[src/rtl/imm_extend_stage_if.sv]
// Decode-to-execute immediate handshake bundle: input side from decode, output side to execute.
// valid/ready: a beat transfers on a rising clock edge where valid and ready are both high; the sender
// holds valid and its payload steady until that edge, and ready never depends combinationally on valid.
interface imm_extend_stage_if #(
  parameter int TAG_W = 5
);
  logic             in_valid;
  logic             in_ready;
  logic [15:0]      in_imm;
  logic [1:0]       in_mode;
  logic [TAG_W-1:0] in_tag;
  logic             out_valid;
  logic             out_ready;
  logic [31:0]      out_data;
  logic [TAG_W-1:0] out_tag;

  modport master (
    output in_valid, in_imm, in_mode, in_tag, out_ready,
    input  in_ready, out_valid, out_data, out_tag
  );

  modport slave (
    input  in_valid, in_imm, in_mode, in_tag, out_ready,
    output in_ready, out_valid, out_data, out_tag
  );
endinterface

[src/rtl/imm_extend_stage.sv]
// Registered immediate extender with a one-entry skid buffer and flush.
// Occupancy FSM (EMPTY/ONE/FULL) is visible on state_dbg.
module imm_extend_stage #(
  parameter int TAG_W = 5
) (
  input  logic                clock,
  input  logic                reset_n,
  input  logic                flush,
  imm_extend_stage_if.slave   bus,
  output logic [1:0]          state_dbg
);

  typedef enum logic [1:0] {
    S_EMPTY = 2'd0,
    S_ONE   = 2'd1,
    S_FULL  = 2'd3
  } occ_state_e;

  occ_state_e       state_q, state_d;
  logic [31:0]      ext_data;
  logic [31:0]      out_data_q, skid_data_q;
  logic [TAG_W-1:0] out_tag_q, skid_tag_q;
  logic             accept, fire;
  logic             load_out, out_from_skid, load_skid;

  always_comb begin
    ext_data = 32'h0;
    case (bus.in_mode)
      2'b00:   ext_data = {{16{bus.in_imm[15]}}, bus.in_imm};
      2'b01:   ext_data = {16'h0, bus.in_imm};
      2'b10:   ext_data = {bus.in_imm, 16'h0};
      default: ext_data = {{14{bus.in_imm[15]}}, bus.in_imm, 2'b00};
    endcase
  end

  // in_ready decodes the state register only, so it never waits on out_ready.
  assign bus.in_ready  = (state_q != S_FULL);
  assign bus.out_valid = (state_q != S_EMPTY);
  assign bus.out_data  = out_data_q;
  assign bus.out_tag   = out_tag_q;
  assign state_dbg     = state_q;

  assign accept = bus.in_valid & bus.in_ready;
  assign fire   = bus.out_valid & bus.out_ready;

  always_comb begin
    state_d       = state_q;
    load_out      = 1'b0;
    out_from_skid = 1'b0;
    load_skid     = 1'b0;
    if (flush) begin
      state_d = S_EMPTY;
    end else begin
      case (state_q)
        S_EMPTY: begin
          if (accept) begin
            state_d  = S_ONE;
            load_out = 1'b1;
          end
        end
        S_ONE: begin
          if (fire) begin
            state_d  = accept ? S_ONE : S_EMPTY;
            load_out = accept;
          end else if (accept) begin
            state_d   = S_FULL;
            load_skid = 1'b1;
          end
        end
        S_FULL: begin
          if (fire) begin
            state_d       = S_ONE;
            load_out      = 1'b1;
            out_from_skid = 1'b1;
          end
        end
        default: state_d = S_EMPTY;
      endcase
    end
  end

  always_ff @(posedge clock or negedge reset_n) begin
    if (!reset_n) state_q <= S_EMPTY;
    else          state_q <= state_d;
  end

  always_ff @(posedge clock or negedge reset_n) begin
    if (!reset_n) begin
      out_data_q  <= 32'h0;
      out_tag_q   <= '0;
      skid_data_q <= 32'h0;
      skid_tag_q  <= '0;
    end else begin
      if (load_out) begin
        out_data_q <= out_from_skid ? skid_data_q : ext_data;
        out_tag_q  <= out_from_skid ? skid_tag_q  : bus.in_tag;
      end
      if (load_skid) begin
        skid_data_q <= ext_data;
        skid_tag_q  <= bus.in_tag;
      end
    end
  end

endmodule

[src/flat_wrapper.sv]
// flat-port wrapper written by rule: the top's interface ports become plain ports
module imm_extend_stage_flat 
#(
  parameter int TAG_W = 5
)
  (clock, reset_n, flush, state_dbg, bus_in_valid, bus_in_imm, bus_in_mode, bus_in_tag, bus_out_ready, bus_in_ready, bus_out_valid, bus_out_data, bus_out_tag);
  imm_extend_stage_if #(.TAG_W(TAG_W)) bus_i ();
  input  logic clock;
  input  logic reset_n;
  input  logic flush;
  output logic [1:0] state_dbg;
  input wire logic [$bits(bus_i.in_valid)-1:0] bus_in_valid;
  input wire logic [$bits(bus_i.in_imm)-1:0] bus_in_imm;
  input wire logic [$bits(bus_i.in_mode)-1:0] bus_in_mode;
  input wire logic [$bits(bus_i.in_tag)-1:0] bus_in_tag;
  input wire logic [$bits(bus_i.out_ready)-1:0] bus_out_ready;
  output wire logic [$bits(bus_i.in_ready)-1:0] bus_in_ready;
  output wire logic [$bits(bus_i.out_valid)-1:0] bus_out_valid;
  output wire logic [$bits(bus_i.out_data)-1:0] bus_out_data;
  output wire logic [$bits(bus_i.out_tag)-1:0] bus_out_tag;
  assign bus_i.in_valid = bus_in_valid;
  assign bus_i.in_imm = bus_in_imm;
  assign bus_i.in_mode = bus_in_mode;
  assign bus_i.in_tag = bus_in_tag;
  assign bus_i.out_ready = bus_out_ready;
  assign bus_in_ready = bus_i.in_ready;
  assign bus_out_valid = bus_i.out_valid;
  assign bus_out_data = bus_i.out_data;
  assign bus_out_tag = bus_i.out_tag;
  imm_extend_stage #(.TAG_W(TAG_W)) u_core (.clock(clock), .reset_n(reset_n), .flush(flush), .bus(bus_i), .state_dbg(state_dbg));
endmodule
[config.mk]
export PLATFORM = sky130hd
export DESIGN_NAME = imm_extend_stage_flat
export DESIGN_NICKNAME = d
export VERILOG_FILES = /design/src/rtl/imm_extend_stage_if.sv /design/src/rtl/imm_extend_stage.sv /design/src/flat_wrapper.sv
export SDC_FILE = /design/constraint.sdc
export NUM_CORES = 1
export LEC_CHECK = 0
export CORE_MARGIN = 2
export CORE_UTILIZATION = 57
export CTS_CLUSTER_DIAMETER = 30
export DETAILED_ROUTE_END_ITERATION = 10
export GPL_TIMING_DRIVEN = 1
export PLACE_DENSITY = 0.91
export RECOVER_POWER = 25
export SKIP_CTS_REPAIR_TIMING = 1
export SYNTH_ARGS = -nofsm -noshare
export SYNTH_HDL_FRONTEND = slang
export SYNTH_SLANG_ARGS = --single-unit
[constraint.sdc]
create_clock -name clock -period 2.6 [get_ports clock]
set_input_delay 0.39 -clock clock [delete_from_list [all_inputs] [get_ports clock]]
set_output_delay 0.39 -clock clock [all_outputs]
set_load 0.01 [all_outputs]
* After elaboration in Yosys (flattened, before gate mapping)
Index checks and enable logic that the tools add are counted.
Word-level totals: input port bits 28, output and inout bits 41, logic and storage cells 39, bits in registers 76
Cells by class: bitwise operators 2, equality and inequality tests 8, reductions and logical operators 4, multiplexer cells 20
Operator list (count):
- one-hot mux 32 bit (3 select lines) | 1
- 2-to-1 mux 32 bit | 1
- 2-to-1 mux 1 bit | 10
- 2-to-1 mux 2 bit | 5
- != test 3 x 2 -> 1 bit (second input constant) | 2
- one-hot mux 2 bit (3 select lines) | 1
- 2-to-1 mux 5 bit | 1
- equality test 2 x 1 -> 1 bit (second input constant) | 2
- equality test 2 bit (second input constant) | 2
- zero test 2 bit | 2
- != test 4 x 2 -> 1 bit (second input constant) | 1
- one-hot mux 1 bit (3 select lines) | 1
- AND reduction 3 bit | 1
- bitwise AND 1 bit | 2
- != test 2 bit (second input constant) | 1
- nonzero test 2 bit | 1

* Longest topological paths before layout
depth after elaboration 6, gate-level depth with buffers 8, depth with buffers taken out 6

* Worst setup path before layout
OpenSTA, ideal clock, no wires.
path type register -> register, from register u_core.state_q[0] (netlist: u_core.state_dbg[0]), to register u_core.out_data_q[10] (netlist: u_core.bus.out_data[10]), library setup time 0.118 ns, clock period less this slack 1.860 ns, cell stages (with the launch flop) 8, buffers on the path 2, data required time 2.482 ns, slack 0.740 ns, arrival 1.742 ns, path through dfrtp_1 inv_1 ha_1 nand3b_1 a311o_1 buf_6 buf_2 a21o_1
Between the ends: word-level cells in the longest chain between the ends 6, elaborated cells between the ends (all ways) 15, classes of those cells 3 x eq/ne; 8 x mux; 2 x bitwise; 2 x reduce/logical
Ends and longest elaborated chain:
- start, declared | line imm_extend_stage.sv:19 | occ_state_e state_q, state_d;
- start signal, assigned | line imm_extend_stage.sv:84 | else state_q <= state_d;
- nonzero test 2 bit | line imm_extend_stage.sv:38 | assign bus.out_valid = (state_q != S_EMPTY);
- bitwise AND 1 bit | line imm_extend_stage.sv:44 | assign fire = bus.out_valid & bus.out_ready;
- 2-to-1 mux 1 bit | line imm_extend_stage.sv:71 | if (fire) begin
- 2-to-1 mux 1 bit | line imm_extend_stage.sv:54 | case (state_q)
- 2-to-1 mux 1 bit | line imm_extend_stage.sv:51 | if (flush) begin
- 2-to-1 mux 32 bit | line imm_extend_stage.sv:95 | out_data_q <= out_from_skid ? skid_data_q : ext_data;
- end signal, assigned | line imm_extend_stage.sv:95
- end, declared | line imm_extend_stage.sv:21 | logic [31:0] out_data_q, skid_data_q;
Parallel ways exist; a longest one is shown, timed or not. A chain may end at the register's enable or synchronous reset.

* Final worst setup path
from register u_core.state_q[0] (netlist: u_core.state_dbg[0]), to output bus_out_valid
Between the ends: word-level cells in the longest chain between the ends 1
Ends and longest elaborated chain:
- nonzero test 2 bit | line imm_extend_stage.sv:38
- end, declared | line flat_wrapper.sv:18 | output wire logic [$bits(bus_i.out_valid)-1:0] bus_out_valid;
Every way passes these cells.

==> results.cfg <==
[pwr]
power_density_nw_per_um2 = 983
vdd_drop_max_mv = 0.571
p_leak_nw = 2.20

[sta]
min_period_over_period_pct = 83.3
finalSetupTns_ns = 0
max_freq_mhz = 462
period_minus_slack_ns = 2.17
final_max_slew_viol_count = 77
slew_headroom_pct = -22.7
setup_viol = 0
rsz0062_at_grt = no
hold_viol_final = 0
worst_pin_slew_ns = 1.84
clock_skew_ns = 0.0101

[place]
place.port_buffers = 68
gp_congestion = 0.850
post-place-cells = 538
post-dp-hpwl_um = 6150

[detailed_routing]
drtIter0Drc = 235
vias_per_cell = 5.88
finalWirelength_um = 9170
vias = 3260
drcViolationCount = 0
routedWlPerCell_um = 16.5
drtPass1Iterations = 4
postRouteAntennaNets = 0

[logic_synthesis]
avgSynthCellArea_um2 = 9.27
netlist_area_um2 = 3840
yosys_warnings = 0
yosys-top-cells-area = dfrtp_1 (50%), nand2_1 (8.7%), o21ai_0 (6.1%)
syn-num-nets = 448
yosysSeqAreaShare_pct = 49.6
async_reset_ff_share_pct = 100
netlist.top_cell.by_area = dfrtp_1
ys_types = 37
synth_edf_count = 0
syn_inst = 414
synth_flop_cell = dfrtp_1
synth_top_area_share_pct = 49.6
synth_seq_cells = 76

[final_layout]
nFillCells = 454
drive_gt1_share_pct = 8.81
n_antenna_cell = 0
stdcell_count = 554
area_delta_synth_final_pct = 24.4
nets = 506

[setup_path]
reg2reg_from = u_core.state_dbg[0]
crit_required_ns = 2.21
cp_slowest_cell = clkdlybuf4s50_1
crit_path_max_fanout = 6
worstSetupStartpoint = u_core.state_dbg[0]
start_kind = register
path_delay_family = buffers and inverters
cpMostUsedCell = inv_1
slowest_delay_ns = 0.53
path_class = register to primary output
crit_buf_inv = 3
worst_ep_arrival_time_ns = 1.78
crit_chain = inv_1 -> ha_1 -> inv_1 -> clkdlybuf4s50_1
crit_path_end_kind = primary output

[hold_path]
hold_path.class = register to register
min_from = u_core.skid_data_q[24]

[floorplanning]
ios = 69
die_area_um2 = 7400
die_width_um = 86.0
chipHeight_um = 86.0
core_um2 = 6420
rows = 29
start_util_pct = 59.7

[clock_network]
cts_made_buffers = 9
htree_num_levels = 3
clkTransAtPathRegs_ns = 0.08
tritoncts = done
clk_latency_ns = 0.36
cts_sinks = 76
clockBufferDepth = 2
clock-root-buffer = clkbuf_8

[global_routing]
grt_antenna_before_repair = 0
grt_pass1_wl_um = 15200
grt.overflow.total = 0
grt_pass1_vias = 3253
grt_max_degree = 77
grt_util_all_layers_pct = 26.3

[status]
status = finished, violations left
violations = max-capacitance violations, max-slew violations

[flow_run]
maxCapViolCount = 1
==> report_power, final <==
part / internal [mW] / switching [mW]
combinational: 0.853 / 0.765
sequential: 1.74 / 0.330
clock: 0.566 / 0.439
total: 3.16 / 1.53
==> placed cells by master (no fill, tap or decap), types with 6 or more instances in the layout <==
cell type and instances:
a21o_1 14, a21boi_0 14, mux2i_1 6, nor2_1 14, ha_1 6, clkbuf_8 10
o21ai_0 47, a21oi_1 18, dfrtp_1 76, nand2_1 89, o22ai_1 15, a211oi_2 12
nand2b_1 16, clkdlybuf4s50_1 67, nor2b_1 17, o21ai_1 9, buf_4 8
==> per-stage QoR <==
step	instance area, µm²	hold WS (ns)	worst slack [ns]	utilization, %	power [mW]
2_1_floorplan	3840	0.0944	0.740	-	2.84
3_5_place_dp	4560	0.463	0.391	71.0	3.71
3_3_place_gp	4560	0.457	0.473	71.0	3.58
4_1_cts	4780	0.209	0.432	74.4	4.71
5_1_grt	4770	0.492	0.345	74.3	4.99
6_report	4770	0.480	0.435	74.3	4.69
==> cell families after synthesis <==
family          count (synthesis)  share of synthesized area, %
fa+ha+maj                       6                          1.96
simple gates                  155                          19.3
mux                             7                          1.86
flops                          76                          49.6
buf+inv                        36                          4.63
compound gates                134                          22.6
==> area by class of cell <==
| cell class | count | area (µm²) | share of cell area, % |
|---|---|---|---|
| inverter | 5 | 18.8 | 0.393 |
| sequential | 76 | 1900 | 39.8 |
| multi-input combinational | 302 | 1760 | 36.9 |
| clock inverter | 4 | 72.6 | 1.52 |
| clock buffer | 12 | 145 | 3.04 |
| timing repair buffer | 78 | 776 | 16.3 |
| tap | 77 | 96.3 | 2.02 |
==> synth_stat cells (5+ instances only) <==
cell      instances
a211oi_2         12
a21boi_0         14
a21o_1           14
a21oi_1          18
buf_2            11
clkbuf_1         14
dfrtp_1          76
ha_1              6
inv_1             5
mux2i_1           6
nand2_1          89
nand2b_1         16
nor2_1           14
nor2b_1          17
o21ai_0          47
o21ai_1           9
o22ai_1          15
==> tightest hold or removal path: stages, from the launching register on <==
cell	delay (ns)
dfrtp_1	0.35
nand2_1	0.05
nand2_1	0.05
==> flip-flops by register name (all words and copies together) (netlist names) <==
name	count
u_core.state_dbg	2
u_core.bus.out_tag	5
u_core.bus.out_data	32
u_core.skid_tag_q	5
u_core.skid_data_q	32
==> worst paths after layout <==
kind                                          endpoint  slack [ns]  cells after the start
worst max-delay path                     bus_out_valid        0.43                      4
worst min-delay path            u_core.skid_data_q[24]        0.48                      2
worst max register to register  u_core.bus.out_data[2]        0.54                      7
worst min register to register  u_core.skid_data_q[24]        0.48                      2
max in group asynchronous       u_core.skid_data_q[11]        0.99                      1
min in group asynchronous        u_core.bus.out_tag[2]        0.54                      1
==> routing by layer <==
layer / GRT usage, % / wire, µm / vias to the layer above / share of wire [%]
met3: 5.29 / 523 / 22 / 5.7
li1: - / - / 1536 / -
met1: 33.8 / 3920 / 1582 / 43
met2: 43.0 / 4500 / 120 / 49
met4: 12.3 / 218 / 0 / 2.4
met5: 0 / 0 / - / 0
Power figures use the tool's default switching activity.
